**src/rtl/multdiv_sequencer.sv**
```systemverilog
// Iterative signed multiply/divide unit for the execute stage.
// A mult (aluop 00110) or div (aluop 00111) is accepted on `start` from IDLE or DONE.
// It runs one bit per clock (shift-add multiply, restoring divide on magnitudes),
// then pulses multDivReady for one cycle with the result and writeback fields.
// Optional build macro: MULTDIV_EARLY_OUT_EN. When it is defined, a multiply stops
// as soon as the remaining multiplier bits are all zero, and |B|==0 finishes at once.
// Ports:
//   clock, reset       rising-edge clock, asynchronous active-low reset
//   start, DX_IR       issue pulse and the D/X instruction
//   operandA/operandB  bypassed rs/rt values, sampled only at the accepting edge
//   multDivReady       one-cycle result-valid pulse
//   busy               high in RUN and DONE
//   PW_IR              latched copy of the issuing instruction
//   result, exception  low WIDTH bits of the result, overflow/div-by-zero flag
//   wb_rd, wb_data     writeback destination and data (status code on exception)
module multdiv_sequencer #(
    parameter int unsigned WIDTH         = 32,
    parameter int unsigned RSTATUS_REG   = 30,
    parameter int unsigned MULT_EXC_CODE = 4,
    parameter int unsigned DIV_EXC_CODE  = 5
) (
    input  logic             clock,
    input  logic             reset,
    input  logic             start,
    input  logic [31:0]      DX_IR,
    input  logic [WIDTH-1:0] operandA,
    input  logic [WIDTH-1:0] operandB,
    output logic             multDivReady,
    output logic             busy,
    output logic [31:0]      PW_IR,
    output logic [WIDTH-1:0] result,
    output logic             exception,
    output logic [4:0]       wb_rd,
    output logic [WIDTH-1:0] wb_data
);

    localparam int unsigned CW = $clog2(WIDTH);
    localparam int unsigned W2 = 2 * WIDTH;

    localparam logic [1:0] IDLE = 2'd0;
    localparam logic [1:0] RUN  = 2'd1;
    localparam logic [1:0] DONE = 2'd2;

    localparam logic [4:0] OPC_ALU  = 5'b00000;
    localparam logic [4:0] ALU_MULT = 5'b00110;
    localparam logic [4:0] ALU_DIV  = 5'b00111;

    logic [1:0]       state, state_n;
    logic [CW-1:0]    cnt, cnt_n;
    // Multiply: acc = partial product, sh_a = shifted multiplicand, sh_b = multiplier.
    // Divide:   acc[WIDTH-1:0] = remainder, sh_a[WIDTH-1:0] = dividend/quotient, sh_b = divisor.
    logic [W2-1:0]    acc, acc_n, sh_a, sh_a_n;
    logic [WIDTH-1:0] sh_b, sh_b_n;
    logic             sign, sign_n, is_div, is_div_n;
    logic [31:0]      pw_ir_n;
    logic [WIDTH-1:0] result_n, wb_data_n;
    logic             exc_n, ready_n, busy_n;
    logic [4:0]       wb_rd_n;

    logic             valid_start_c, last_c, qbit_c, zero_mult_c;
    logic [WIDTH-1:0] abs_a_c, abs_b_c, quot_c, squot_c, rem_next_c;
    logic [W2-1:0]    prod_c, sprod_c;
    logic [WIDTH:0]   rem_sh_c, divisor_c;

    // Instruction decode and operand magnitudes
    assign valid_start_c = start && (DX_IR[31:27] == OPC_ALU) &&
                           ((DX_IR[6:2] == ALU_MULT) || (DX_IR[6:2] == ALU_DIV));
    assign abs_a_c = operandA[WIDTH-1] ? ((~operandA) + WIDTH'(1)) : operandA;
    assign abs_b_c = operandB[WIDTH-1] ? ((~operandB) + WIDTH'(1)) : operandB;

    // Shift-add step and signed product
    assign prod_c  = acc + (sh_b[0] ? sh_a : W2'(0));
    assign sprod_c = sign ? ((~prod_c) + W2'(1)) : prod_c;

    // Restoring divide step: the new remainder always fits WIDTH bits since it is below the divisor
    assign rem_sh_c   = {acc[WIDTH-1:0], sh_a[WIDTH-1]};
    assign divisor_c  = {1'b0, sh_b};
    assign qbit_c     = (rem_sh_c >= divisor_c);
    assign rem_next_c = qbit_c ? WIDTH'(rem_sh_c - divisor_c) : WIDTH'(rem_sh_c);
    assign quot_c     = {sh_a[WIDTH-2:0], qbit_c};
    assign squot_c    = sign ? ((~quot_c) + WIDTH'(1)) : quot_c;

`ifdef MULTDIV_EARLY_OUT_EN
    assign last_c      = (cnt == CW'(WIDTH - 1)) || (!is_div && (sh_b[WIDTH-1:1] == '0));
    assign zero_mult_c = (DX_IR[6:2] == ALU_MULT) && (abs_b_c == '0);
`else
    assign last_c      = (cnt == CW'(WIDTH - 1));
    assign zero_mult_c = 1'b0;
`endif

    // Next-state and registered-output logic
    always_comb begin
        state_n  = state;
        cnt_n    = cnt;
        acc_n    = acc;
        sh_a_n   = sh_a;
        sh_b_n   = sh_b;
        sign_n   = sign;
        is_div_n = is_div;
        pw_ir_n  = PW_IR;
        result_n = result;
        exc_n    = exception;
        ready_n  = 1'b0;

        case (state)
            IDLE, DONE: begin
                state_n = IDLE;
                if (valid_start_c) begin
                    state_n  = RUN;
                    cnt_n    = '0;
                    acc_n    = '0;
                    pw_ir_n  = DX_IR;
                    is_div_n = (DX_IR[6:2] == ALU_DIV);
                    sign_n   = operandA[WIDTH-1] ^ operandB[WIDTH-1];
                    sh_a_n   = W2'(abs_a_c);
                    sh_b_n   = abs_b_c;
                    result_n = '0;
                    exc_n    = 1'b0;
                    // Divide-by-zero (and zero multiplier with early-out) finish without iterating
                    if (is_div_n && (abs_b_c == '0)) begin
                        state_n = DONE;
                        exc_n   = 1'b1;
                        ready_n = 1'b1;
                    end else if (zero_mult_c) begin
                        state_n = DONE;
                        ready_n = 1'b1;
                    end
                end
            end
            RUN: begin
                cnt_n = cnt + CW'(1);
                if (!is_div) begin
                    acc_n  = prod_c;
                    sh_a_n = sh_a << 1;
                    sh_b_n = sh_b >> 1;
                    if (last_c) begin
                        result_n = sprod_c[WIDTH-1:0];
                        // Representable only if the upper WIDTH+1 bits are a pure sign extension
                        exc_n    = !((&sprod_c[W2-1:WIDTH-1]) || (~|sprod_c[W2-1:WIDTH-1]));
                    end
                end else begin
                    acc_n  = W2'(rem_next_c);
                    sh_a_n = W2'(quot_c);
                    if (last_c) begin
                        result_n = squot_c;
                        exc_n    = 1'b0;
                    end
                end
                if (last_c) begin
                    state_n = DONE;
                    cnt_n   = '0;
                    ready_n = 1'b1;
                end
            end
            default: state_n = IDLE;
        endcase

        busy_n    = (state_n != IDLE);
        wb_rd_n   = exc_n ? 5'(RSTATUS_REG) : pw_ir_n[26:22];
        wb_data_n = exc_n ? (is_div_n ? WIDTH'(DIV_EXC_CODE) : WIDTH'(MULT_EXC_CODE)) : result_n;
    end

    // State and output registers
    always_ff @(posedge clock or negedge reset) begin
        if (!reset) begin
            state        <= IDLE;
            cnt          <= '0;
            acc          <= '0;
            sh_a         <= '0;
            sh_b         <= '0;
            sign         <= 1'b0;
            is_div       <= 1'b0;
            PW_IR        <= '0;
            result       <= '0;
            exception    <= 1'b0;
            multDivReady <= 1'b0;
            busy         <= 1'b0;
            wb_rd        <= '0;
            wb_data      <= '0;
        end else begin
            state        <= state_n;
            cnt          <= cnt_n;
            acc          <= acc_n;
            sh_a         <= sh_a_n;
            sh_b         <= sh_b_n;
            sign         <= sign_n;
            is_div       <= is_div_n;
            PW_IR        <= pw_ir_n;
            result       <= result_n;
            exception    <= exc_n;
            multDivReady <= ready_n;
            busy         <= busy_n;
            wb_rd        <= wb_rd_n;
            wb_data      <= wb_data_n;
        end
    end

endmodule

```
**config.mk**
```make
export PLATFORM = sky130hd
export DESIGN_NAME = multdiv_sequencer
export DESIGN_NICKNAME = d
export VERILOG_FILES = /design/src/rtl/multdiv_sequencer.sv
export SDC_FILE = /design/constraint.sdc
export NUM_CORES = 1
export LEC_CHECK = 0
export BUFFER_PORTS_ARGS = -buffer_cell sky130_fd_sc_hd__buf_4
export CAP_MARGIN = 20
export CELL_PAD_IN_SITES_DETAIL_PLACEMENT = 0
export CELL_PAD_IN_SITES_GLOBAL_PLACEMENT = 1
export CORE_ASPECT_RATIO = 0.5
export CORE_MARGIN = 2
export CORE_UTILIZATION = 46
export CTS_CLUSTER_DIAMETER = 150
export DETAILED_ROUTE_END_ITERATION = 10
export PLACE_DENSITY = 0.88
export SLEW_MARGIN = 15
export SYNTH_ARGS = -nofsm -noshare
export SYNTH_HDL_FRONTEND = slang
export SYNTH_SLANG_ARGS = --single-unit
```
**constraint.sdc**
```tcl
create_clock -name clock -period 7 [get_ports clock]
set_input_delay 0.35 -clock clock [delete_from_list [all_inputs] [get_ports clock]]
set_output_delay 0.35 -clock clock [all_outputs]
set_load 0.01 [all_outputs]
```
==> flow_metrics.tcl, run 1 <==
set metrics [dict create \
    first_global_vias 20130 \
    drtIter0Drc 2255 \
    path_max_fanout 37 \
    synthArstFlopShare_pct 100 \
    cp_top_family "simple AND/OR/NAND/NOR gates" \
    via_per_inst 6.17 \
    synthTopCellsByCount "nand2_1 (336), dfrtp_1 (273), o21ai_0 (249), a21oi_1 (140), xor2_1 (138)" \
    setup_violations 0 \
    finalHoldViolCount 0 \
    synthDistinctLibCells 90 \
    synth_edf_count 0 \
    synth_top_area_cell "dfrtp_1" \
    final.setup_skew_ns 0.0168 \
    routabilityCongestion 0.948 \
    first_pass_iters 7 \
    slowest_delay_ns 0.62 \
    ys_seq_elements 273 \
    crit_arrival_ns 7.25 \
    p_leak_nw 11.9 \
    max_cap_viol_count 0 \
    timing.final.crit_share_pct 97.1 \
    num_rows 56 \
    cp_num_buf_inv 2 \
    hp-class "input pin to flop" \
    crit_path_start "sh_b[0]" \
    drive_gt1_share_pct 14.5 \
    powerDensity_nw_per_um2 228 \
    drv_slew 0 \
    vias 21691 \
    cts_buffers 28 \
    cts.reportedPaths.clkPinSlew_ns 0.07 \
    clkLatencyLatePin_ns 0.58 \
    ir_drop_v 0.000178 \
    syn_avg_cell_area_um2 8.20 \
    fmax_mhz 147 \
    ant_nets 0 \
    drc 0 \
    cts_tree "built" \
    grt_max_degree 133 \
    synth.most_common_cell "nand2_1" \
    wl_per_cell_um 21.8 \
    hp-start "operandA[5]" \
    grt_usage_pct 30.0 \
    cp.required_ns 7.45 \
    slowest_stage "or4_1" \
    status "finished, final reports clean" \
    cts_num_sinks 273 \
    synth_area_leaders "dfrtp_1 (31%), ha_1 (5.8%), nand2_1 (5.8%), o21ai_0 (5.7%), xor2_1 (5.5%)" \
    power.total_mw 5.84 \
    fin_util_pct 54.8 \
    die_w_um 312 \
    io_buffers 202 \
    ys_seq_area_share_pct 31.3 \
    rrSetupSlack_ns 0.20 \
    nets 3056 \
    synth_ff_type "dfrtp_1" \
    grt_pass1_wl_mm 118 \
    r2r_start "sh_b[0]" \
    fin_crit_ns 6.80 \
    ios 203 \
    dieArea_um2 49300 \
    cp_cell_sequence "buf_12, and2_1, ha_2, nand4_1, or4_1, a2111o_1, and2_1, xnor2_1, nand4b_1, buf_4, nor4b_2, and4_1, nand2_1, o41a_1, a21boi_0, or4b_1, or4_1, nand3_4, mux2_1" \
    ys_warn_count 0 \
    start_kind "flop" \
    final_area_um2 25700 \
    antenna_found_initial 1 \
    start_util_pct 46.6 \
    synthCells 2663 \
    dp_slack_ns 0.157 \
    worstSetupPathType "flop to flop" \
    area_growth_pct 17.6 \
    overflow 0 \
    setup_slack_ns 0.204 \
    netlist_area_um2 21800 \
    slew_headroom_pct 32.9 \
    place_area_um2 24200 \
    cp-end-kind "flop" \
    die_h_um 158 \
    cts_htree_levels 1 \
    clock_path_buffers 3 \
    netlist.area_leader.share_pct 31.3 \
    hpwl_mm 57.6 \
    route.final.wire_length_mm 76.5 \
    worst_pin_slew_ns 1.01 \
    coreArea_um2 46900 \
    synth_nets 2866 \
    finalSetupTns_ns 0 \
    root_buffer "clkbuf_16" \
]
-- where the power goes --
group	internal, mW	switching (mW)	leakage [nW]	total [mW]
Combinational	0.895	1.46	8.04	2.36
Sequential	1.67	0.101	3.40	1.77
Clock	1.01	0.706	0.496	1.71
Total	3.57	2.27	11.9	5.84
-- worst paths after layout --
path	endpoint	cells past startpoint
min in group asynchronous	sh_b[19]	2
setup reg to reg	wb_data[0]	19
max in group asynchronous	acc[55]	3
setup / recovery	wb_data[0]	19
hold / removal	sh_a[5]	3
hold reg to reg	PW_IR[3]	1
-- per-layer routing --
metal	share of wire (%)	vias to the layer above	global-route usage, %
li1	-	10211	-
met1	47	10611	44.0
met2	44	757	47.2
met3	6.4	112	3.72
met4	2.3	0	6.82
met5	0	-	0
-- cells by family after synthesis --
| logic type | share of synthesized area (%) |
|---|---|
| AO/OA/AOI/OAI | 27.3 |
| buffers and inverters | 4.13 |
| adder cells (fa/ha/maj) | 6.03 |
| multiplexers | 1.27 |
| AND/OR/NAND/NOR | 21.8 |
| flip-flops | 31.3 |
| XOR/XNOR | 8.19 |
-- per-stage QoR --
step,cells,hold slack (ns)
2_1_floorplan,2663,0.0544
3_3_place_gp,3433,0.377
3_5_place_dp,3433,0.380
4_1_cts,3508,0.0544
5_1_grt,3512,0.0758
6_report,3514,0.0759
-- placed cells by master, fill, tap and decap left out, types with 13 or more instances in the layout --
master and n:
a211oi_1 14, a21o_1 59, a21oi_1 140, a221oi_1 23, a22o_1 48, a22oi_1 37, a31oi_1 17, and2_1 117
and3_1 22, buf_4 287, clkbuf_16 29, dfrtp_1 270, dlygate4sd3_1 24, ha_1 99, inv_1 79, mux2i_1 22
nand2_1 336, nand2b_1 28, nand3_1 66, nand4_1 27, nor2_1 121, nor2b_1 13, nor3_1 50, nor4_1 24
o211ai_1 53, o21a_1 19, o21ai_0 246, o21bai_1 20, o221ai_1 13, o31ai_1 45, o41ai_1 20, or2_2 22
or3_1 28, or4_1 24, xnor2_1 66, xor2_1 138
-- worst reg2reg max path, stage by stage (launching register included) --
cell	delay, ns
dfrtp_2	0.46
buf_12	0.18
and2_1	0.19
ha_2	0.42
nand4_1	0.25
or4_1	0.62
a2111o_1	0.48
and2_1	0.21
xnor2_1	0.17
nand4b_1	0.28
buf_4	0.21
nor4b_2	0.50
and4_1	0.37
nand2_1	0.12
o41a_1	0.40
a21boi_0	0.17
or4b_1	0.46
or4_1	0.58
nand3_4	0.22
mux2_1	0.37
-- sequential cells by signal, indices dropped and copies added (netlist names), 2 cells and up --
signal,count
acc,64
sh_a,64
sh_b,32
state,2
wb_rd,5
wb_data,32
cnt,5
PW_IR,32
result,32
-- cell type report --
| cell class | instances | area (um2) |
|---|---|---|
| antenna | 2 | 5.00 |
| clock buffer | 38 | 820 |
| clock inverter | 13 | 209 |
| fill | 4393 | 21200 |
| inverter | 79 | 297 |
| multi-input combinational | 2157 | 14300 |
| sequential | 273 | 6840 |
| tap | 638 | 798 |
| timing repair buffer | 314 | 2450 |
-- timing repair --
action                     in CTS  in global routing
setup endpoints to repair       0                 38
hold endpoints to repair      105                  0
hold buffers                   24                  0
resized for setup               0                 30
setup buffers                   0                  4
Power figures use the tool's default switching activity.
==> run 2: changes to the inputs <==
--- a/config.mk
+++ b/config.mk
@@ -5,16 +5,17 @@
 export SDC_FILE = /design/constraint.sdc
 export NUM_CORES = 1
 export LEC_CHECK = 0
+export ABC_AREA = 1
 export BUFFER_PORTS_ARGS = -buffer_cell sky130_fd_sc_hd__buf_4
 export CAP_MARGIN = 20
 export CELL_PAD_IN_SITES_DETAIL_PLACEMENT = 0
 export CELL_PAD_IN_SITES_GLOBAL_PLACEMENT = 1
 export CORE_ASPECT_RATIO = 0.5
 export CORE_MARGIN = 2
-export CORE_UTILIZATION = 46
+export CORE_UTILIZATION = 43
 export CTS_CLUSTER_DIAMETER = 150
 export DETAILED_ROUTE_END_ITERATION = 10
-export PLACE_DENSITY = 0.88
+export PLACE_DENSITY = 0.87
 export SLEW_MARGIN = 15
 export SYNTH_ARGS = -nofsm -noshare
 export SYNTH_HDL_FRONTEND = slang
==> run 2 against run 1 <==
Compared with the run above:
- hold slack lost 0.070 ns
- largest cell class unchanged
- clock-buffer cell count fell by 5
- highest routed layer is now met5
- final cell count grew 38%
- core utilization is 4.9 points lower
- sequential power is 58% higher
==> flow_metrics.tcl, run 2 <==
set metrics [dict create \
    max_cap_viol_count 0 \
    synth_ff_type "dfrtp_1" \
    use_met3_pct 8.42 \
    synth_xor_area_share_pct 4.15 \
    synth_edf_count 0 \
    setup_violations 0 \
    netlist.area_leader.share_pct 28.1 \
    slowest_delay_ns 1.01 \
    drive_gt1_share_pct 9.66 \
    finalSetupTns_ns 0 \
    via_per_inst 5.40 \
    vias 26282 \
    synth.most_common_cell "nand2_1" \
    multi_input_area_um2 14600 \
    fin_util_pct 49.8 \
    fmax_mhz 172 \
    finalHoldViolCount 0 \
    slew_headroom_pct 33.1 \
    cts_num_sinks 273 \
    synth_top_area_cell "dfrtp_1" \
    final_cell_mix "nand2_1 (1272), inv_1 (642), nor2_1 (325), dfrtp_1 (271), o21ai_0 (232)" \
    routabilityCongestion 0.995 \
    fin_crit_ns 5.83 \
    io_buffers 202 \
    final_common_cell "nand2_1" \
    synth_compound_area_share_pct 14.4 \
    ios 203 \
    die_w_um 340 \
    cts_buffers 28 \
    gr-max-usage-layer "met2" \
    ant_nets 0 \
    cts_tree "built" \
    synthTopCellsByCount "nand2_1 (1273), inv_1 (643), nor2_1 (327), dfrtp_1 (273), o21ai_0 (232)" \
    die_h_um 172 \
    synthDistinctLibCells 57 \
    nets 4292 \
    synth_top_family_by_area "simple AND/OR/NAND/NOR gates" \
    met2_usage_pct 49.8 \
    syn_avg_cell_area_um2 6.20 \
    num_rows 61 \
    whs_ns 0.00545 \
    cp.required_ns 7.52 \
    synthArstFlopShare_pct 100 \
    clock_path_buffers 3 \
    powerDensity_nw_per_um2 360 \
    overflow 0 \
    drv_slew 0 \
    area_growth_pct 14.2 \
    netlist_area_um2 24300 \
    hp-class "input pin to flop" \
    largest_registers "acc: 64 flops, sh_a: 64 flops" \
    drc 0 \
    root_buffer "clkbuf_16" \
    rsz0062_at_grt "no" \
    synth_area_leaders "dfrtp_1 (28%), nand2_1 (20%), inv_1 (9.9%), ha_1 (5.3%), nor2_1 (5.1%)" \
    clkLatencyLatePin_ns 0.65 \
    seqCellArea_um2 6830 \
    ys_warn_count 0 \
    cp_common_cell "nand2_1" \
    ys_seq_area_share_pct 28.1 \
    start_util_pct 43.6 \
    cp_num_buf_inv 2 \
    coreArea_um2 55600 \
    hpwl_mm 75.9 \
    cts.reportedPaths.clkPinSlew_ns 0.07 \
    final.setup_skew_ns 0.0576 \
    path_max_fanout 44 \
    ys_seq_elements 273 \
    grt_use_met1_pct 43.5 \
    grt_pass1_wl_mm 144 \
    first_pass_iters 6 \
    start_kind "flop" \
    route.final.wire_length_mm 95.3 \
    muxShareOfSynthArea_pct 0.619 \
    slowest_stage "dfrtp_2" \
    num-fill-cells 5811 \
    cts_htree_levels 1 \
    cp-end-kind "flop" \
    worstSetupPathType "flop to flop" \
    antenna_found_initial 7 \
    wl_per_cell_um 19.6 \
    ctsResizeCount 0 \
    drtIter0Drc 2680 \
    status "finished, final reports clean" \
    synthAdderAreaFrac_pct 5.42 \
    cp_top_family "simple AND/OR/NAND/NOR gates" \
    worst_pin_slew_ns 1.00 \
    grt_usage_pct 32.0 \
    p_leak_nw 15.4 \
    synthSimpleGateAreaFrac_pct 35.3 \
    ir_drop_v 0.000179 \
    synth_nets 4119 \
    synthCells 3916 \
    first_global_vias 24705 \
    dieArea_um2 58500 \
    grt_max_degree 138 \
    crit_arrival_ns 6.34 \
    timing.final.crit_share_pct 83.2 \
]
[run 2: cell types whose count changed after synthesis, sizes merged, moves of 36 or more]
cell    delta
nand2    +962
inv      +580
nor2     +251
nand3    +153
and2     -113
xor2      -59
a21o      -56
a22o      -46
clkbuf    -44
o221ai    +41
o31ai     -41
o22ai     +40
a21oi     +37
a22oi     -36
[run 2: kinds of logic (layout without fill, tap and decap cells)]
group	after synthesis	after routing
AO/OA/AOI/OAI	601	601
XOR/XNOR	115	115
adder cells (fa/ha/maj)	104	104
buffers and inverters	766	959
flip-flops	273	273
multiplexers	15	15
other	0	1
AND/OR/NAND/NOR	2042	2042
[run 2: power by group]
group	total (mW)	switching, mW	internal, mW	leakage (nW)
Combinational	5.53	3.70	1.83	11.6
Sequential	2.80	0.687	2.11	3.37
Clock	1.67	0.757	0.910	0.464
Total	9.99	5.15	4.85	15.4
[run 2: metal layers]
layer / part of all wire (%) / wire [um]
met3: 9.7 / 9200
met5: 0.043 / 41
met2: 42 / 40500
met4: 3.3 / 3110
met1: 45 / 42400
[run 2: final timing paths]
path                              start    endpoint  slack (ns)  cells after the start
min in group asynchronous         reset     acc[59]        0.27                      2
min                        operandA[30]    sh_a[30]       0.005                      3
max in group asynchronous         reset        sign        5.34                      3
max                             sh_b[0]  wb_data[2]        1.17                     28
max reg2reg                     sh_b[0]  wb_data[2]        1.17                     28
min reg2reg                   PW_IR[27]   PW_IR[27]        0.47                      2
[run 2: timing repair]
| item | 4_1_cts | 5_1_grt |
|---|---|---|
| endpoints found under the hold margin | 105 | 0 |
| hold buffers | 23 | 0 |
| setup buffers | 0 | 0 |
[run 2: worst reg2reg max path, delay by kind of cell (launching register included)]
| family | cells | cell delay [ns] |
|---|---|---|
| AND/OR/NAND/NOR | 24 | 3.80 |
| flip-flops | 1 | 1.01 |
| adder cells (fa/ha/maj) | 1 | 0.22 |
| buffers and inverters | 2 | 0.37 |
| AO/OA/AOI/OAI | 1 | 0.28 |
[run 2: cell type report]
cell class	instances	area share (%)
Inverter	661	8.95
Antenna cell	1	0.00902
Timing Repair Buffer	248	6.99
Clock buffer	33	2.67
Multi-Input combinational cell	2877	52.5
Clock inverter	17	0.835
Sequential cell	273	24.6
Tap cell	756	3.41
[run 2: per-stage QoR]
step           setup WS (ns)  cells  power, mW  cell area, um2
2_1_floorplan           2.84   3916       6.16           24300
3_3_place_gp            1.37   4792       8.17           26500
3_5_place_dp            1.40   4792       8.20           26500
4_1_cts                 1.37   4865       9.90           27700
5_1_grt                0.616   4865       10.7           27700
6_report                1.17   4866       9.99           27700
